File: config.mk
export PLATFORM = sky130hd
export DESIGN_NAME = stepper_move_sequencer
export DESIGN_NICKNAME = d
export VERILOG_FILES = /design/src/rtl/stepper_move_sequencer.sv
export SDC_FILE = /design/constraint.sdc
export NUM_CORES = 1
export LEC_CHECK = 0
export CELL_PAD_IN_SITES_DETAIL_PLACEMENT = 1
export CELL_PAD_IN_SITES_GLOBAL_PLACEMENT = 2
export CORE_ASPECT_RATIO = 0.8
export CORE_MARGIN = 2
export CORE_UTILIZATION = 34
export CTS_BUF_LIST = sky130_fd_sc_hd__clkbuf_4
export DETAILED_ROUTE_END_ITERATION = 8
export PLACE_DENSITY_LB_ADDON = 0.15
export RECOVER_POWER = 50
export SETUP_SLACK_MARGIN = 0.1
export SKIP_CTS_REPAIR_TIMING = 1
export SLEW_MARGIN = 20
export SYNTH_ARGS = -nofsm -noshare
export SYNTH_HDL_FRONTEND = slang
export SYNTH_SLANG_ARGS = --single-unit
File: constraint.sdc
create_clock -name i_clk -period 6.7 [get_ports i_clk]
set_clock_uncertainty 0.2 [all_clocks]
set_input_delay 0.67 -clock i_clk [delete_from_list [all_inputs] [get_ports i_clk]]
set_output_delay 0.67 -clock i_clk [all_outputs]
set_load 0.02 [all_outputs]
File: src/rtl/stepper_move_sequencer.sv
`timescale 1ns/1ps
`default_nettype none
// +----------------------------------------------------------------------------+
// | Module      : stepper_move_sequencer                                       |
// | Description : Two-axis move sequencer. It accepts signed X/Y move commands |
// |               wider than the controllers' step-count field and splits each |
// |               move into segments of at most SEG_MAX steps per axis. For    |
// |               each segment it triggers both axes together, then waits for  |
// |               both to report done before issuing the next segment.         |
// | Ports       : i_clk/i_reset/i_clk_en     clock, sync reset, tick enable    |
// |               i_cmd_*, o_cmd_ready       move command handshake            |
// |               i_abort                    stop after the current segment    |
// |               o_x/y_num_steps, o_pulse_width, o_x/y_trigger  to controllers|
// |               i_x/y_done                 controller idle flags             |
// |               o_busy, o_move_done        sequencer status                  |
// | Revision    : 1.0 - initial release                                        |
// +----------------------------------------------------------------------------+
module stepper_move_sequencer #(
  parameter int CMD_BITS   = 16,
  parameter int COUNT_BITS = 8,
  parameter int WIDTH_BITS = 8
) (
  input  logic                  i_clk,
  input  logic                  i_reset,
  input  logic                  i_clk_en,
  input  logic                  i_cmd_valid,
  output logic                  o_cmd_ready,
  input  logic [CMD_BITS-1:0]   i_cmd_dx,
  input  logic [CMD_BITS-1:0]   i_cmd_dy,
  input  logic [WIDTH_BITS-1:0] i_cmd_pulse_width,
  input  logic                  i_abort,
  output logic [COUNT_BITS-1:0] o_x_num_steps,
  output logic [COUNT_BITS-1:0] o_y_num_steps,
  output logic [WIDTH_BITS-1:0] o_pulse_width,
  output logic                  o_x_trigger,
  output logic                  o_y_trigger,
  input  logic                  i_x_done,
  input  logic                  i_y_done,
  output logic                  o_busy,
  output logic                  o_move_done
);

  // Largest segment magnitude that fits the signed step-count field.
  localparam logic [COUNT_BITS-1:0] c_SEG_MAX     = {1'b0, {(COUNT_BITS-1){1'b1}}};
  localparam logic [CMD_BITS-1:0]   c_SEG_MAX_CMD = CMD_BITS'(c_SEG_MAX);

  typedef enum logic [2:0] {
    S_IDLE   = 3'd0,
    S_LOAD   = 3'd1,
    S_TRIG   = 3'd2,
    S_SETTLE = 3'd3,
    S_WAIT   = 3'd4,
    S_FINISH = 3'd5
  } state_t;

  state_t                r_state;
  state_t                w_state_nxt;

  logic                  r_sign_x;
  logic                  r_sign_y;
  logic [CMD_BITS-1:0]   r_rem_x;
  logic [CMD_BITS-1:0]   r_rem_y;
  logic [COUNT_BITS-1:0] r_x_num;
  logic [COUNT_BITS-1:0] r_y_num;
  logic [WIDTH_BITS-1:0] r_pw;
  logic                  r_x_act;
  logic                  r_y_act;
  logic                  r_abort_pending;

  logic [CMD_BITS-1:0]   w_abs_dx;
  logic [CMD_BITS-1:0]   w_abs_dy;
  logic [COUNT_BITS-1:0] w_mag_x;
  logic [COUNT_BITS-1:0] w_mag_y;
  logic                  w_load_done;
  logic                  w_x_ok;
  logic                  w_y_ok;

  // Magnitudes are kept unsigned at full command width so that the most
  // negative command (-2^(CMD_BITS-1)) maps to its true magnitude.
  assign w_abs_dx    = i_cmd_dx[CMD_BITS-1] ? (-i_cmd_dx) : i_cmd_dx;
  assign w_abs_dy    = i_cmd_dy[CMD_BITS-1] ? (-i_cmd_dy) : i_cmd_dy;
  assign w_mag_x     = (r_rem_x > c_SEG_MAX_CMD) ? c_SEG_MAX : r_rem_x[COUNT_BITS-1:0];
  assign w_mag_y     = (r_rem_y > c_SEG_MAX_CMD) ? c_SEG_MAX : r_rem_y[COUNT_BITS-1:0];
  assign w_load_done = ((r_rem_x == '0) && (r_rem_y == '0)) || r_abort_pending;

  // An axis that was not triggered in this segment never holds up the wait.
  assign w_x_ok = !r_x_act || i_x_done;
  assign w_y_ok = !r_y_act || i_y_done;

  always_ff @(posedge i_clk) begin
    if (i_reset) begin
      r_state <= S_IDLE;
    end else if (i_clk_en) begin
      r_state <= w_state_nxt;
    end
  end

  always_comb begin
    w_state_nxt = r_state;
    case (r_state)
      S_IDLE:   if (i_cmd_valid) w_state_nxt = S_LOAD;
      S_LOAD:   w_state_nxt = w_load_done ? S_FINISH : S_TRIG;
      S_TRIG:   w_state_nxt = S_SETTLE;
      S_SETTLE: w_state_nxt = S_WAIT;
      S_WAIT:   if (w_x_ok && w_y_ok) w_state_nxt = S_LOAD;
      S_FINISH: w_state_nxt = S_IDLE;
      default:  w_state_nxt = S_IDLE;
    endcase
  end

  always_ff @(posedge i_clk) begin
    if (i_reset) begin
      r_sign_x        <= 1'b0;
      r_sign_y        <= 1'b0;
      r_rem_x         <= '0;
      r_rem_y         <= '0;
      r_x_num         <= '0;
      r_y_num         <= '0;
      r_pw            <= '0;
      r_x_act         <= 1'b0;
      r_y_act         <= 1'b0;
      r_abort_pending <= 1'b0;
    end else if (i_clk_en) begin
      if ((r_state == S_IDLE) && i_cmd_valid) begin
        r_sign_x <= i_cmd_dx[CMD_BITS-1];
        r_sign_y <= i_cmd_dy[CMD_BITS-1];
        r_rem_x  <= w_abs_dx;
        r_rem_y  <= w_abs_dy;
        r_pw     <= i_cmd_pulse_width;
      end

      // Step counts are only rewritten when a real segment is issued, so they
      // stay stable from one segment load to the next.
      if ((r_state == S_LOAD) && !w_load_done) begin
        r_x_num <= r_sign_x ? (-w_mag_x) : w_mag_x;
        r_y_num <= r_sign_y ? (-w_mag_y) : w_mag_y;
        r_rem_x <= r_rem_x - CMD_BITS'(w_mag_x);
        r_rem_y <= r_rem_y - CMD_BITS'(w_mag_y);
        r_x_act <= (w_mag_x != '0);
        r_y_act <= (w_mag_y != '0);
      end

      // Leaving FINISH enters IDLE: drop any aborted remainder and the abort.
      if (r_state == S_FINISH) begin
        r_rem_x         <= '0;
        r_rem_y         <= '0;
        r_abort_pending <= 1'b0;
      end else if ((r_state != S_IDLE) && i_abort) begin
        r_abort_pending <= 1'b1;
      end
    end
  end

  assign o_cmd_ready   = (r_state == S_IDLE);
  assign o_busy        = (r_state != S_IDLE);
  assign o_move_done   = (r_state == S_FINISH);
  assign o_x_trigger   = (r_state == S_TRIG) && r_x_act;
  assign o_y_trigger   = (r_state == S_TRIG) && r_y_act;
  assign o_x_num_steps = r_x_num;
  assign o_y_num_steps = r_y_num;
  assign o_pulse_width = r_pw;

endmodule
`default_nettype wire
==> results of run 1 <==
[sequential cells by signal, indices dropped and copies added (netlist names), 3 cells and up]
name and flops:
r_rem_x 16, o_x_num_steps 8, r_state 3, o_y_num_steps 8, r_rem_y 16, o_pulse_width 8
[logic make-up (layout without fill, tap and decap cells)]
| group | count (synthesis) | after routing |
|---|---|---|
| muxes | 15 | 15 |
| and+or+nand+nor | 245 | 245 |
| AOI/OAI and AO/OA | 151 | 151 |
| xor gates and xnor gates | 39 | 39 |
| buffers and inverters | 55 | 108 |
| adders and majority gates | 6 | 6 |
| DFF | 64 | 64 |
[worst max path at each step]
stage                            end  cells after the start        from  slack [ns]
floorplan                r_rem_x[14]                     12  r_rem_x[7]        3.85
global placement         r_rem_x[13]                      4    i_clk_en        3.30
detailed placement        r_rem_x[1]                      6    i_clk_en        3.30
CTS                 o_x_num_steps[6]                      9  r_rem_x[7]        3.35
global route        o_x_num_steps[6]                      9  r_rem_x[7]        3.11
finish              o_x_num_steps[6]                      9  r_rem_x[7]        3.35
[area by class of cell]
class	count	area, um2
clock buffers	10	75.1
clock inverters	6	36.3
fillers	1575	7450
inverters	13	48.8
multi-input cells	456	2880
flip-flops and latches	64	1280
well taps	175	219
repair buffers	79	781
[where the power goes]
part / total [mW] / leakage [nW] / internal (mW) / switching [mW]
clock network: 0.231 / 0.0659 / 0.0784 / 0.153
registers: 0.482 / 0.522 / 0.422 / 0.0594
logic: 0.666 / 1.43 / 0.260 / 0.407
[through the flow]
step                utilization [%]  instances  setup slack, ns  power, mW  hold slack (ns)
finish                         41.7        803             3.35       1.38            0.261
floorplan                         -        575             3.85      0.970            0.240
global route                   41.7        803             3.11       1.49            0.294
global placement               40.8        787             3.30       1.14            0.247
CTS                            41.7        803             3.35       1.40            0.266
detailed placement             40.8        787             3.30       1.16            0.249
[placed cells by master, fill, tap and decap left out, drive strengths merged, types with 12 or more instances in the layout]
cell type and instances:
dfxtp 64, clkdlybuf4s50 49, nor2 56, nand3 12
dlygate4sd3 26, nor3 16, a21oi 26, nand2 82
xor2 19, inv 13, o21ai 40, xnor2 20
mux2i 14, o31ai 12
[synth_stat cells, types with 7 or more instances]
cell,n,area share (%)
nand2b_1,9,1.3
nand3_1,12,1.4
o31ai_1,10,1.7
mux2i_1,14,3.2
buf_2,9,1.0
clkbuf_1,24,2.0
dfxtp_1,64,29
nor4_1,10,1.4
or3_1,7,0.99
xnor2_1,20,4.0
nor2_1,54,4.6
a21oi_1,25,2.8
xor2_1,19,3.8
o21ai_0,39,4.4
a31oi_1,7,0.99
a211oi_1,8,1.4
nand2_1,82,7.0
nor3_1,14,1.6
inv_1,13,1.1
a32o_1,9,2.0
[layer usage]
metal | wire length [um] | GRT usage [%] | vias up
met2 | 6540 | 33.8 | 108
met3 | 808 | 4.24 | 12
met4 | 143 | 6.06 | 0
met1 | 6920 | 28.5 | 2157
li1 | - | - | 2185
met5 | 0 | 0 | -
[worst max-delay path: stages, from the launching register on]
cell and delay, ns:
dfxtp_1 0.38, or4_4 0.60, or3_1 0.63, nor2_1 0.26, ha_1 0.24, nand4_1 0.22, o31ai_4 0.31, xor2_1 0.17
nand2_1 0.09, a21oi_2 0.19
==> results.sh, run 1 <==
export IMPL_die_height_um=106
export IMPL_grt_antenna_before_repair=0
export IMPL_setup_viol=0
export IMPL_route_final_wire_length_um=14400
export IMPL_leakage_power_of_the_design_nw=2.02
export IMPL_post_synthesis_share_of_cell_area_spent_on_full_adders_half_adders_and_majority_gates_pct=1.70
export IMPL_synth_top_family_by_area="simple AND/OR/NAND/NOR gates"
export IMPL_max_cap_violations=0
export IMPL_synthSimpleGateAreaFrac_pct=28.3
export IMPL_clock_sinks=64
export IMPL_finalMaxSlewViolations=0
export IMPL_syn_to_final_growth_pct=20.3
export IMPL_post_synth_instance_area_um2=4430
export IMPL_cellPowerDensity_nw_per_um2=259
export IMPL_synth_async_reset_ratio_pct=0
export IMPL_synth_lib_cells_used_distinct=70
export IMPL_global_route_usage_total_pct=21.0
export IMPL_timing_critical_path_arrival_ns=3.51
export IMPL_parity_gate_share_of_the_synthesized_area_counting_xor_and_xnor_cells_pct=7.72
export IMPL_worst_slew_pin_transition_ns=1.10
export IMPL_globalplace_congestion=0.813
export IMPL_period_utilization_pct=50.1
export IMPL_tritoncts="yes"
export IMPL_max_freq_ghz=0.298
export IMPL_ff2ff_path_depth=9
export IMPL_wire_length_of_the_first_global_routing_pass_um=23700
export IMPL_die_area_um2=14000
export IMPL_postSynthNetCount=628
export IMPL_criticalPathCategory="register to register"
export IMPL_cts_made_buffers=9
export IMPL_synth_enable_flop_cells=0
export IMPL_drt_initial_drc_count=218
export IMPL_critical_path_reg2reg_startpoint="r_rem_x[7]"
export IMPL_die_width_um=132
export IMPL_final_design_area_no_fill_um2=5320
export IMPL_postSynth_topFlopCell="dfxtp_1"
export IMPL_placement_io_buffers=75
export IMPL_drt_pass1_iterations=6
export IMPL_cp_required_ns=6.86
export IMPL_crit_path_max_fo=18
export IMPL_synth_mux_area_fraction_pct=3.42
export IMPL_min_from="o_x_num_steps[1]"
export IMPL_hold_path_class="register to register"
export IMPL_placedInstanceArea_um2=5220
export IMPL_clock_latency_reported_for_the_late_side_of_the_worst_skew_pair_ns=0.43
export IMPL_grt_pass1_vias=4514
export IMPL_avg_cell_area_syn_um2=7.70
export IMPL_num_vias=4462
export IMPL_startpoint_type="register"
export IMPL_final_net_count=676
export IMPL_drc=0
export IMPL_postRouteAntennaNets=0
export IMPL_fin_crit_ns=3.35
export IMPL_unrepaired_setup_endpoints_after_global_routing="false"
export IMPL_cts_clk_slew_worst_paths_ns=0.11
export IMPL_gr_total_overflow=0
export IMPL_syn_inst_count=575
export IMPL_ys_seq_area_share_pct=29.0
export IMPL_detail_route_vias_per_cell=5.56
export IMPL_maxSlewHeadroom_pct=27.0
export IMPL_yosys_warnings=0
export IMPL_compound_gate_fraction_of_synth_area_pct=24.1
export IMPL_rrSetupSlack_ns=3.35
export IMPL_route_detailed_wl_per_inst_um=18.0
export IMPL_hold_path_end="o_x_num_steps[1]"
export IMPL_core_um2=12800
export IMPL_clock_tree_root_cell="clkbuf_4"
export IMPL_drive_above_1_share_pct=6.37
export IMPL_core_rowCount=37
export IMPL_clock_path_buffers=2
export IMPL_pin_count_of_the_biggest_net_entering_global_routing=38
export IMPL_power_ir_vdd_worst_mv=0.0847
export IMPL_aggregate_negative_setup_slack_ns=0
export IMPL_synth_seq_cells=64
export IMPL_outcome="finished, final reports clean"
export IMPL_initial_utilization_pct=34.6
export IMPL_count_of_antenna_diodes_in_the_layout=0
export IMPL_cts_htree_levels=3
export IMPL_hold_crit_depth=2
export IMPL_dp_hpwl_um=10500
export IMPL_final_hold_viol_count=0
export IMPL_reg2reg_to="o_x_num_steps[6]"
export IMPL_io_pins=76
export IMPL_timing_critical_path_to_type="register"
Note: power is estimated with default switching activity, not from simulation.
==> inputs of run 2 (changes only) <==
--- a/config.mk
+++ b/config.mk
@@ -9,7 +9,7 @@
 export CELL_PAD_IN_SITES_GLOBAL_PLACEMENT = 2
 export CORE_ASPECT_RATIO = 0.8
 export CORE_MARGIN = 2
-export CORE_UTILIZATION = 34
+export CORE_UTILIZATION = 29
 export CTS_BUF_LIST = sky130_fd_sc_hd__clkbuf_4
 export DETAILED_ROUTE_END_ITERATION = 8
 export PLACE_DENSITY_LB_ADDON = 0.15
==> constraint.sdc (replaced) <==
create_clock -name i_clk -period 2.85 [get_ports i_clk]
set_clock_uncertainty 0.2 [all_clocks]
set_input_delay 0.285 -clock i_clk [delete_from_list [all_inputs] [get_ports i_clk]]
set_output_delay 0.285 -clock i_clk [all_outputs]
set_load 0.02 [all_outputs]
==> run 2 against run 1 <==
Against the previous run:
- power rose to 2.8 times the previous value
- sequential power up 130%
- critical path depth rose by 2
- non-clock buffer count grew 65
- design area rose by 12%
- sequential share of layout area down 2.6 points
- critical path type unchanged
==> results.sh, run 2 (synthesis gave the netlist of run 1 again) <==
export IMPL_outcome="finished, final reports clean"
export IMPL_clock_tree_root_cell="clkbuf_4"
export IMPL_die_width_um=142
export IMPL_aggregate_negative_setup_slack_ns=0
export IMPL_cts_clk_slew_worst_paths_ns=0.12
export IMPL_clock_path_buffers=2
export IMPL_startpoint_type="register"
export IMPL_dp_hpwl_um=11900
export IMPL_fin_crit_ns=2.75
export IMPL_postRouteAntennaNets=0
export IMPL_clock_power_share_pct=18.2
export IMPL_gr_total_overflow=0
export IMPL_pwr_share_seq_pct=28.5
export IMPL_tritoncts="yes"
export IMPL_max_freq_ghz=0.363
export IMPL_io_pins=76
export IMPL_ff2ff_path_depth=11
export IMPL_timing_critical_path_arrival_ns=2.88
export IMPL_timing_critical_path_to_type="register"
export IMPL_unrepaired_setup_endpoints_after_global_routing="true"
export IMPL_final_net_count=741
export IMPL_top_flop_regs="r_rem_x: 16 flops, r_rem_y: 16 flops"
export IMPL_setup_ws_ns=0.0981
export IMPL_pin_count_of_the_biggest_net_entering_global_routing=34
export IMPL_hold_crit_depth=3
export IMPL_maxSlewHeadroom_pct=38.5
export IMPL_clock_sinks=64
export IMPL_core_um2=15000
export IMPL_final_cell_mix="82 x nand2_1, 61 x dfxtp_1, 60 x buf_4"
export IMPL_fin_hold_ws_ns=0.234
export IMPL_global_route_usage_total_pct=19.6
export IMPL_final_hold_viol_count=0
export IMPL_drc=0
export IMPL_max_cap_violations=0
export IMPL_drt_initial_drc_count=204
export IMPL_leakage_power_of_the_design_nw=2.36
export IMPL_initial_utilization_pct=29.6
export IMPL_power_switching_share_pct=40.6
export IMPL_grt_antenna_before_repair=1
export IMPL_dp_slack_ns=-0.00855
export IMPL_cellPowerDensity_nw_per_um2=640
export IMPL_p_int_mw=2.27
export IMPL_die_height_um=114
export IMPL_cts_htree_levels=3
export IMPL_power_ir_vdd_worst_mv=0.183
export IMPL_syn_to_final_growth_pct=35.2
export IMPL_drt_pass1_iterations=5
export IMPL_setup_viol=0
export IMPL_crit_path_max_fo=6
export IMPL_globalplace_congestion=0.874
export IMPL_pwr_share_comb_pct=53.3
export IMPL_worst_slew_pin_transition_ns=0.923
export IMPL_cts_made_buffers=9
export IMPL_criticalPathCategory="register to register"
export IMPL_grt_pass1_vias=4776
export IMPL_period_utilization_pct=96.6
export IMPL_cp_required_ns=2.98
export IMPL_num_vias=4711
export IMPL_core_rowCount=40
export IMPL_drive_above_1_share_pct=16.8
export IMPL_route_detailed_wl_per_inst_um=17.7
export IMPL_placement_io_buffers=75
export IMPL_finalMaxSlewViolations=0
export IMPL_layout_cells_most_common="nand2_1"
export IMPL_final_core_utilization_pct=40.0
export IMPL_hold_path_class="primary input to register"
export IMPL_detail_route_vias_per_cell=5.34
export IMPL_clock_latency_reported_for_the_late_side_of_the_worst_skew_pair_ns=0.44
export IMPL_wire_length_of_the_first_global_routing_pass_um=25100
export IMPL_netsw_mw=1.56
export IMPL_die_area_um2=16300
export IMPL_route_final_wire_length_um=15600
## run 2: per-stage QoR
step	area, um2	total power [mW]	instances
after floorplan	4440	2.31	575
after global placement	5770	3.04	865
after detailed placement	5770	3.07	865
after CTS	5920	3.80	880
after global routing	5980	4.12	882
final	5980	3.83	882
## run 2: path summary, 6_finish.rpt
path / from / endpoint / slack, ns
hold / removal: i_cmd_pulse_width[4] / o_pulse_width[4] / 0.23
hold reg to reg: o_y_num_steps[3] / o_y_num_steps[3] / 0.26
setup reg to reg: r_rem_x[13] / r_rem_x[14] / 0.1
setup / recovery: r_rem_x[13] / r_rem_x[14] / 0.1
## run 2: final cells by class
type / count / area [um2]
fill: 1797 / 8980
multi-input combinational: 456 / 2970
timing repair buffer: 144 / 1300
sequential: 64 / 1280
tap: 189 / 236
clock buffer: 10 / 75.1
clock inverter: 5 / 72.6
inverter: 13 / 48.8
antenna: 1 / 2.50
## run 2: power groups by stage
stage	clock network (mW)	logic [mW]	registers (mW)
finish	0.697	2.04	1.09
CTS	0.734	1.97	1.09
global route	0.766	2.25	1.11
floorplan	0	1.19	1.12
detailed placement	0	1.96	1.11
global placement	0	1.93	1.11
## run 2: worst max-delay path: stages (launching register included)
cell and delay (ns):
dfxtp_2 0.34, or4_4 0.57, or3_4 0.42, buf_6 0.15, nand2b_4 0.07, ha_4 0.15, and2_4 0.13, a22o_1 0.15
nand2b_4 0.14, or3_1 0.09, mux2i_1 0.06, a22o_1 0.18
## run 2: routing by layer
metal / GRT usage [%] / wire length [um] / share of wire (%) / vias up
met3: 3.22 / 601 / 3.8 / 7
met2: 32.3 / 7220 / 46 / 87
met5: 0 / 0 / 0 / -
met4: 5.13 / 115 / 0.74 / 0
li1: - / - / - / 2326
met1: 26.7 / 7680 / 49 / 2291
